===== src/rtl/uart_rx_flow_fifo.sv =====
// Receive-side byte FIFO between uart_rx and an AXI-Stream consumer, with
// fill-level driven cts_n hysteresis and sticky overflow / drop accounting.
module uart_rx_flow_fifo #(
  parameter int DEPTH        = 64,
  parameter int STOP_LEVEL   = DEPTH - 16,
  parameter int RESUME_LEVEL = DEPTH / 2
) (
  input  logic                       clk,
  input  logic                       sreset,
  input  logic                       s_valid,
  input  logic [7:0]                 s_data,
  input  logic                       m_axis_tready,
  output logic                       m_axis_tvalid,
  output logic [7:0]                 m_axis_tdata,
  output logic                       cts_n,
  output logic [$clog2(DEPTH):0]     level,
  output logic                       overflow,
  output logic [15:0]                drop_count,
  input  logic                       clear_status
);

  localparam int AW = $clog2(DEPTH);
  localparam int LW = AW + 1;
  localparam logic [LW-1:0] FULL_L   = LW'(DEPTH);
  localparam logic [LW-1:0] STOP_L   = LW'(STOP_LEVEL);
  localparam logic [LW-1:0] RESUME_L = LW'(RESUME_LEVEL);

  logic [7:0]    mem [DEPTH];
  logic [AW-1:0] wr_ptr_reg;
  logic [AW-1:0] rd_ptr_reg;
  logic [LW-1:0] level_reg;
  logic [LW-1:0] level_next;
  logic          cts_n_reg;
  logic          overflow_reg;
  logic [15:0]   drop_count_reg;
  logic          push_ok;
  logic          drop;
  logic          pop;

  // Full test uses the pre-edge level, so a same-cycle pop never rescues a push.
  always_comb begin
    push_ok    = s_valid && (level_reg != FULL_L);
    drop       = s_valid && (level_reg == FULL_L);
    pop        = (level_reg != '0) && m_axis_tready;
    level_next = level_reg + {{(LW-1){1'b0}}, push_ok} - {{(LW-1){1'b0}}, pop};
  end

  // Storage carries no reset so it maps onto distributed RAM.
  always_ff @(posedge clk) begin
    if (push_ok) begin
      mem[wr_ptr_reg] <= s_data;
    end
  end

  always_ff @(posedge clk) begin
    if (sreset) begin
      wr_ptr_reg     <= '0;
      rd_ptr_reg     <= '0;
      level_reg      <= '0;
      cts_n_reg      <= 1'b1;
      overflow_reg   <= 1'b0;
      drop_count_reg <= '0;
    end else begin
      if (push_ok) begin
        wr_ptr_reg <= wr_ptr_reg + 1'b1;
      end
      if (pop) begin
        rd_ptr_reg <= rd_ptr_reg + 1'b1;
      end
      level_reg <= level_next;

      // Between the two thresholds cts_n keeps its previous value.
      if (level_next >= STOP_L) begin
        cts_n_reg <= 1'b1;
      end else if (level_next <= RESUME_L) begin
        cts_n_reg <= 1'b0;
      end

      // A drop coinciding with a clear is counted after the clear.
      if (clear_status) begin
        overflow_reg   <= drop;
        drop_count_reg <= {15'd0, drop};
      end else if (drop) begin
        overflow_reg <= 1'b1;
        if (drop_count_reg != 16'hFFFF) begin
          drop_count_reg <= drop_count_reg + 16'd1;
        end
      end
    end
  end

  assign m_axis_tvalid = (level_reg != '0);
  assign m_axis_tdata  = mem[rd_ptr_reg];
  assign cts_n         = cts_n_reg;
  assign level         = level_reg;
  assign overflow      = overflow_reg;
  assign drop_count    = drop_count_reg;

endmodule


===== config.mk =====
export PLATFORM = sky130hd
export DESIGN_NAME = uart_rx_flow_fifo
export DESIGN_NICKNAME = d
export VERILOG_FILES = /design/src/rtl/uart_rx_flow_fifo.sv
export SDC_FILE = /design/constraint.sdc
export NUM_CORES = 1
export LEC_CHECK = 0
export ABC_AREA = 1
export BUFFER_PORTS_ARGS = -buffer_cell sky130_fd_sc_hd__clkbuf_2
export CORE_MARGIN = 2
export CORE_UTILIZATION = 40
export DETAILED_ROUTE_END_ITERATION = 10
export GPL_TIMING_DRIVEN = 0
export PLACE_DENSITY_LB_ADDON = 0.25
export SETUP_SLACK_MARGIN = 0.15
export SYNTH_ARGS = -nofsm -noshare
export SYNTH_HDL_FRONTEND = slang
export SYNTH_SLANG_ARGS = --single-unit

===== constraint.sdc =====
create_clock -name clk -period 5 [get_ports clk]
set_input_delay 1 -clock clk [delete_from_list [all_inputs] [get_ports clk]]
set_output_delay 1 -clock clk [all_outputs]
set_load 0.005 [all_outputs]

# Word-level counts from Yosys, hierarchy flattened
# Memories as Yosys holds them, arrays and structs flattened. A register that Yosys moved wholly into a read port is not among the register bits.
# Index checks and enable logic that the tools add are counted.
# Widths: inputs -> output; s select.
[totals]
regBits = 37
latch_bits = 0
mem_bits_rw = 512
rom_bits = 0
in_bits = 13
output_inout_bits = 34
word_cells = 37
mem_count = 1
[memory_table]
columns = ["name", "words", "width", "read_ports", "rd_clocked_by_memory_dff", "wr", "line_no", "text"]
rows = [
  ["mem", 64, 8, 1, 1, 1, "28", "logic [7:0] mem [DEPTH];"],
]
[op_classes]
n_addsub = 5
multipliers = 0
n_div = 0
order_cmp = 2
eq_ne = 3
shift = 0
muxes = 9
bitwise_logic = 0
reduce_logical = 10
[ops]
columns = ["operator", "count"]
rows = [
  ["$add 16x1->16 const B", 1],
  ["$ne 16x16->1 const B", 1],
  ["$add 6x1->6 const B", 2],
  ["$mux 6", 2],
  ["$add 7x1->7", 1],
  ["$eq 7x7->1 const B", 1],
  ["$ge 7x6->1 const B", 1],
  ["$le 7x6->1 const B", 1],
  ["$mux 1", 7],
  ["$ne 7x7->1 const B", 1],
  ["$reduce_bool 7->1", 1],
  ["$sub 7x1->7", 1],
  ["$reduce_and 2->1", 2],
  ["$reduce_bool 2->1", 2],
  ["$reduce_or 2->1", 2],
  ["$logic_and 1x1->1", 3],
]

# Depth between registers and ports, before layout
[logic_depth]
ltp_word = 6
mapped_depth = 19
depth_no_buf = 19

# Least setup slack after synthesis
# OpenSTA, ideal clock, no wires.
[synth_timing]
kind = "input-to-reg"
startpoint = "in m_axis_tready"
endpoint = "reg cts_n_reg (netlist: cts_n)"
arrival_ns = 2.809
required_time_ns = 4.887
setup_slack_ns = 2.078
path_stages = 14
n_path_buf = 0
cell_sequence = "nand2_1 -> inv_1 -> ha_1 -> inv_1 -> ha_1 -> inv_1 -> fa_1 -> inv_1 -> a21oi_1 -> o21ai_0 -> xor2_1 -> nand2_1 -> nand2_1 -> nand2_1"
[synth_between]
elab_chain_cells = 4
[synth_lines]
columns = ["item", "line_no", "text"]
rows = [
  ["from (decl)", "12", "input logic m_axis_tready,"],
  ["$logic_and 1x1->1 (*)", "44", "pop = (level_reg != '0) && m_axis_tready;"],
  ["$sub 7x1->7 (*)", "45", "level_next = level_reg + {{(LW-1){1'b0}}, push_ok} - {{(LW-1){1'b0}}, pop};"],
  ["$ge 7x6->1", "73", "if (level_next >= STOP_L) begin"],
  ["$reduce_or 2->1 (no source line)", "--", ""],
  ["to (signal assigned)", "60", "cts_n_reg <= 1'b1;"],
  ["to (signal assigned)", "74", "cts_n_reg <= 1'b1;"],
  ["to (signal assigned)", "76", "cts_n_reg <= 1'b0;"],
  ["to (decl)", "33", "logic cts_n_reg;"],
]
# Mark *: on every way between the ends. The rest lies on a longest branch, timed or not.
# A chain may end at the register's enable or synchronous reset.

==> run metrics <==
Max-Cap Viols 0; Peak VDD IR 306.0 uV; worst min-delay path class flip-flop to flip-flop; Post-Synth Adder-Cell Area 0.7392%; max frequency 230.7 MHz; worst hold path depth 2; status completed; count of cell types in the netlist 32; final hold vios 0; # setup viols final 0; Comb power frac 22.1%; fin nets 2,229; Bufs on Longest Clock Path 3; worst clock skew 24.58 ps; H-tree depth 2; top-count cell post-synth nand2_1; worst-skew pair later-pin latency 620 ps; top cells by count, synth 717 x nand2_1, 512 x edfxtp_1, 457 x nand3_1; Crit Path Max Fanout 10; Clock power frac 35.3%; post-layout min period 4335 ps; Req. time, crit path 4000 ps; via count 16,240; pre-CTS worst setup slack 1439 ps; layout cells sized above 1 9.325%; largest family of logic cells by synthesized area simple AND/OR/NAND/NOR gates; post-route cell area 26,170 um^2; Simple-Gate Fraction of Synth Area 24.01%; Avg Cell Area, Syn 10.99 um^2; compound-cell area share of the yosys netlist 0.9349%; R2R cell count 9; Filler cells 5,210; post-synthesis register bit count 555; total grt overflow 0; Starting Density 40.67%; post-cts sizing count 0; Die Ht 243.9 um; Vias/cell 5.399; GPL Wtd Cong 0.9481; worst hold start drop_count[15]$_SDFFE_PP0P_; Initial DRC Count 1,731; Area Growth Syn to Fin 13.68%; Non-Filler Instances 3,008; Synth Area in XOR/XNOR 0.4946%; I/O pin total 47; Die W 243.9 um; drt wl/cell 23.23 um; CP Class flip-flop to output port; worst-margin pin slew 1071 ps; Seq/Total Area, Yosys 70.53%; cells after synthesis 2,095; mux cell area share after synthesis 0%; Critical Path AT 3330 ps; Worst setup SP type flip-flop; Synth top area share 66.79%; Largest register FFs 512; GR Util All Layers 23.56%; Int Pwr 8.381 mW; Leakage 9.451 nW; core area 56,600 um^2; Die Area 59,480 um^2; Slew Viols, Final 0; TritonRoute pass-1 iters 6; post-detail-place hpwl 47,350 um; Post-DP Area 24,280 um^2; worst flop-to-flop path endpoint mem[20][0]$_DFFE_PP_; Mapped Area 23,020 um^2; R2R Path Start level[3]$_SDFF_PP0_; Antenna Cells 0; Yosys warnings 0; switching share of power 31.15%; clk slew on worst S/H paths 60 ps; multi-input logic area 6031 um^2; DRC Markers 0; CP Capture Type output port; hold path endpoint drop_count[15]$_SDFFE_PP0P_; final cycle utilization of the critical path 86.69%; largest net degree at the start of global routing 65; initial antenna violation count 0; PwrDens 465.2 nW/um^2; Post-Syn Nets 2,121; unrepaired setup endpoints after global routing false; switching power 3.792 mW; CTS sink cnt 555; # rows 87; Placed Cells incl. Taps 2,900; number of global-route vias before repair 15,540; Synth Flop Type edfxtp_1; Post-synth EDFFs 512; TritonCTS clock tree built; setup_tns 0 ps; Clock Tree Root clkbuf_16; Slew Limit Headroom 28.33%; setup slack, reg-to-reg 1630 ps; Synth area leaders edfxtp_1 67%, nand2_1 12%, nand3_1 9.9%; register area 16,240 um^2; total CTS buffers 57; Reg power frac 42.6%; Async SR Flop Fraction 0%; Hold Buf Count CTS 0; first-pass GRT wire length 102,300 um; post-synth top area cell edfxtp_1; DRT antenna net count 0; Post-CTS Setup Inserts 0; setup slack after layout 665.4 ps; Detailed Route WL 69,880 um; I/O Buffers 46
[worst max-delay path, cell delays in order, from the launching register on]
cell and delay [ps]:
dfxtp_1 440, clkbuf_1 570, clkbuf_1 660, nand3_1 330
nand2_1 130, nand2_1 50, nand3_1 80, nand3_1 110
nand2_1 190, clkbuf_2 150
[how the worst max path moves through the flow]
| stage | endpoint | cells after the start | startpoint |
|---|---|---|---|
| CTS | m_axis_tdata[7] | 9 | flip-flop |
| global placement | m_axis_tdata[7] | 9 | flip-flop |
| global route | m_axis_tdata[3] | 10 | flip-flop |
| floorplan | cts_n$_SDFFE_PP1P_ | 14 | m_axis_tready |
| detailed placement | m_axis_tdata[1] | 11 | flip-flop |
| finish | m_axis_tdata[7] | 9 | flip-flop |
[cell usage in the layout (no fill, tap or decap), types with 3 or more instances in the layout]
master	instances
xnor2_1	5
nand2_2	3
clkbuf_4	10
buf_1	23
nand2_1	717
clkinv_2	9
nand4_1	5
clkbuf_2	38
o21ai_0	15
clkbuf_16	59
nand3_1	457
edfxtp_1	512
nor3_1	9
bufinv_16	6
xor2_1	8
inv_1	56
inv_2	3
nor2_1	100
buf_2	59
dfxtp_1	43
a21oi_1	24
buf_4	3
clkinvlp_4	3
ha_1	12
clkinv_1	10
clkbuf_1	40
inv_6	3
[routing by layer]
metal | wire, um | track usage [%] | part of all wire [%]
met1 | 30100 | 33.52 | 43
met2 | 31820 | 36.88 | 46
met3 | 5997 | 3.977 | 8.6
met4 | 1959 | 7.514 | 2.8
met5 | 0 | 0 | 0
[per-stage QoR]
stage	hold slack (ps)	util (%)	power (mW)
global placement	485.7	42.75	7.899
global route	526.3	46.23	12.65
finish	499.6	46.23	12.17
floorplan	471.2	-	6.830
detailed placement	486.1	42.89	7.930
CTS	502.3	46.23	12.19
[cells by family (layout without fill, tap and decap cells)]
family / after synthesis / in the layout
fa+ha+maj: 13 / 13
compound gates: 42 / 42
buf+inv: 173 / 330
xor+xnor: 13 / 13
flops: 555 / 555
simple gates: 1299 / 1299
[power groups by stage]
stage | clock, mW | combinational, mW | sequential (mW)
2_1_floorplan | 0 | 1.56 | 5.27
3_3_place_gp | 0 | 2.61 | 5.29
3_5_place_dp | 0 | 2.65 | 5.28
4_1_cts | 4.34 | 2.66 | 5.18
5_1_grt | 4.53 | 2.93 | 5.19
6_report | 4.30 | 2.69 | 5.18
[final cells by class]
cell class / instances / share of cell area, %
Sequential cell: 555 / 62.04
Multi-Input combinational cell: 1367 / 23.05
Clock buffer: 77 / 6.006
Timing Repair Buffer: 49 / 1.181
Buffer: 113 / 2.037
Clock inverter: 31 / 1.210
Tap cell: 756 / 3.615
Inverter: 60 / 0.8607
(Power assumes the default switching activity.)
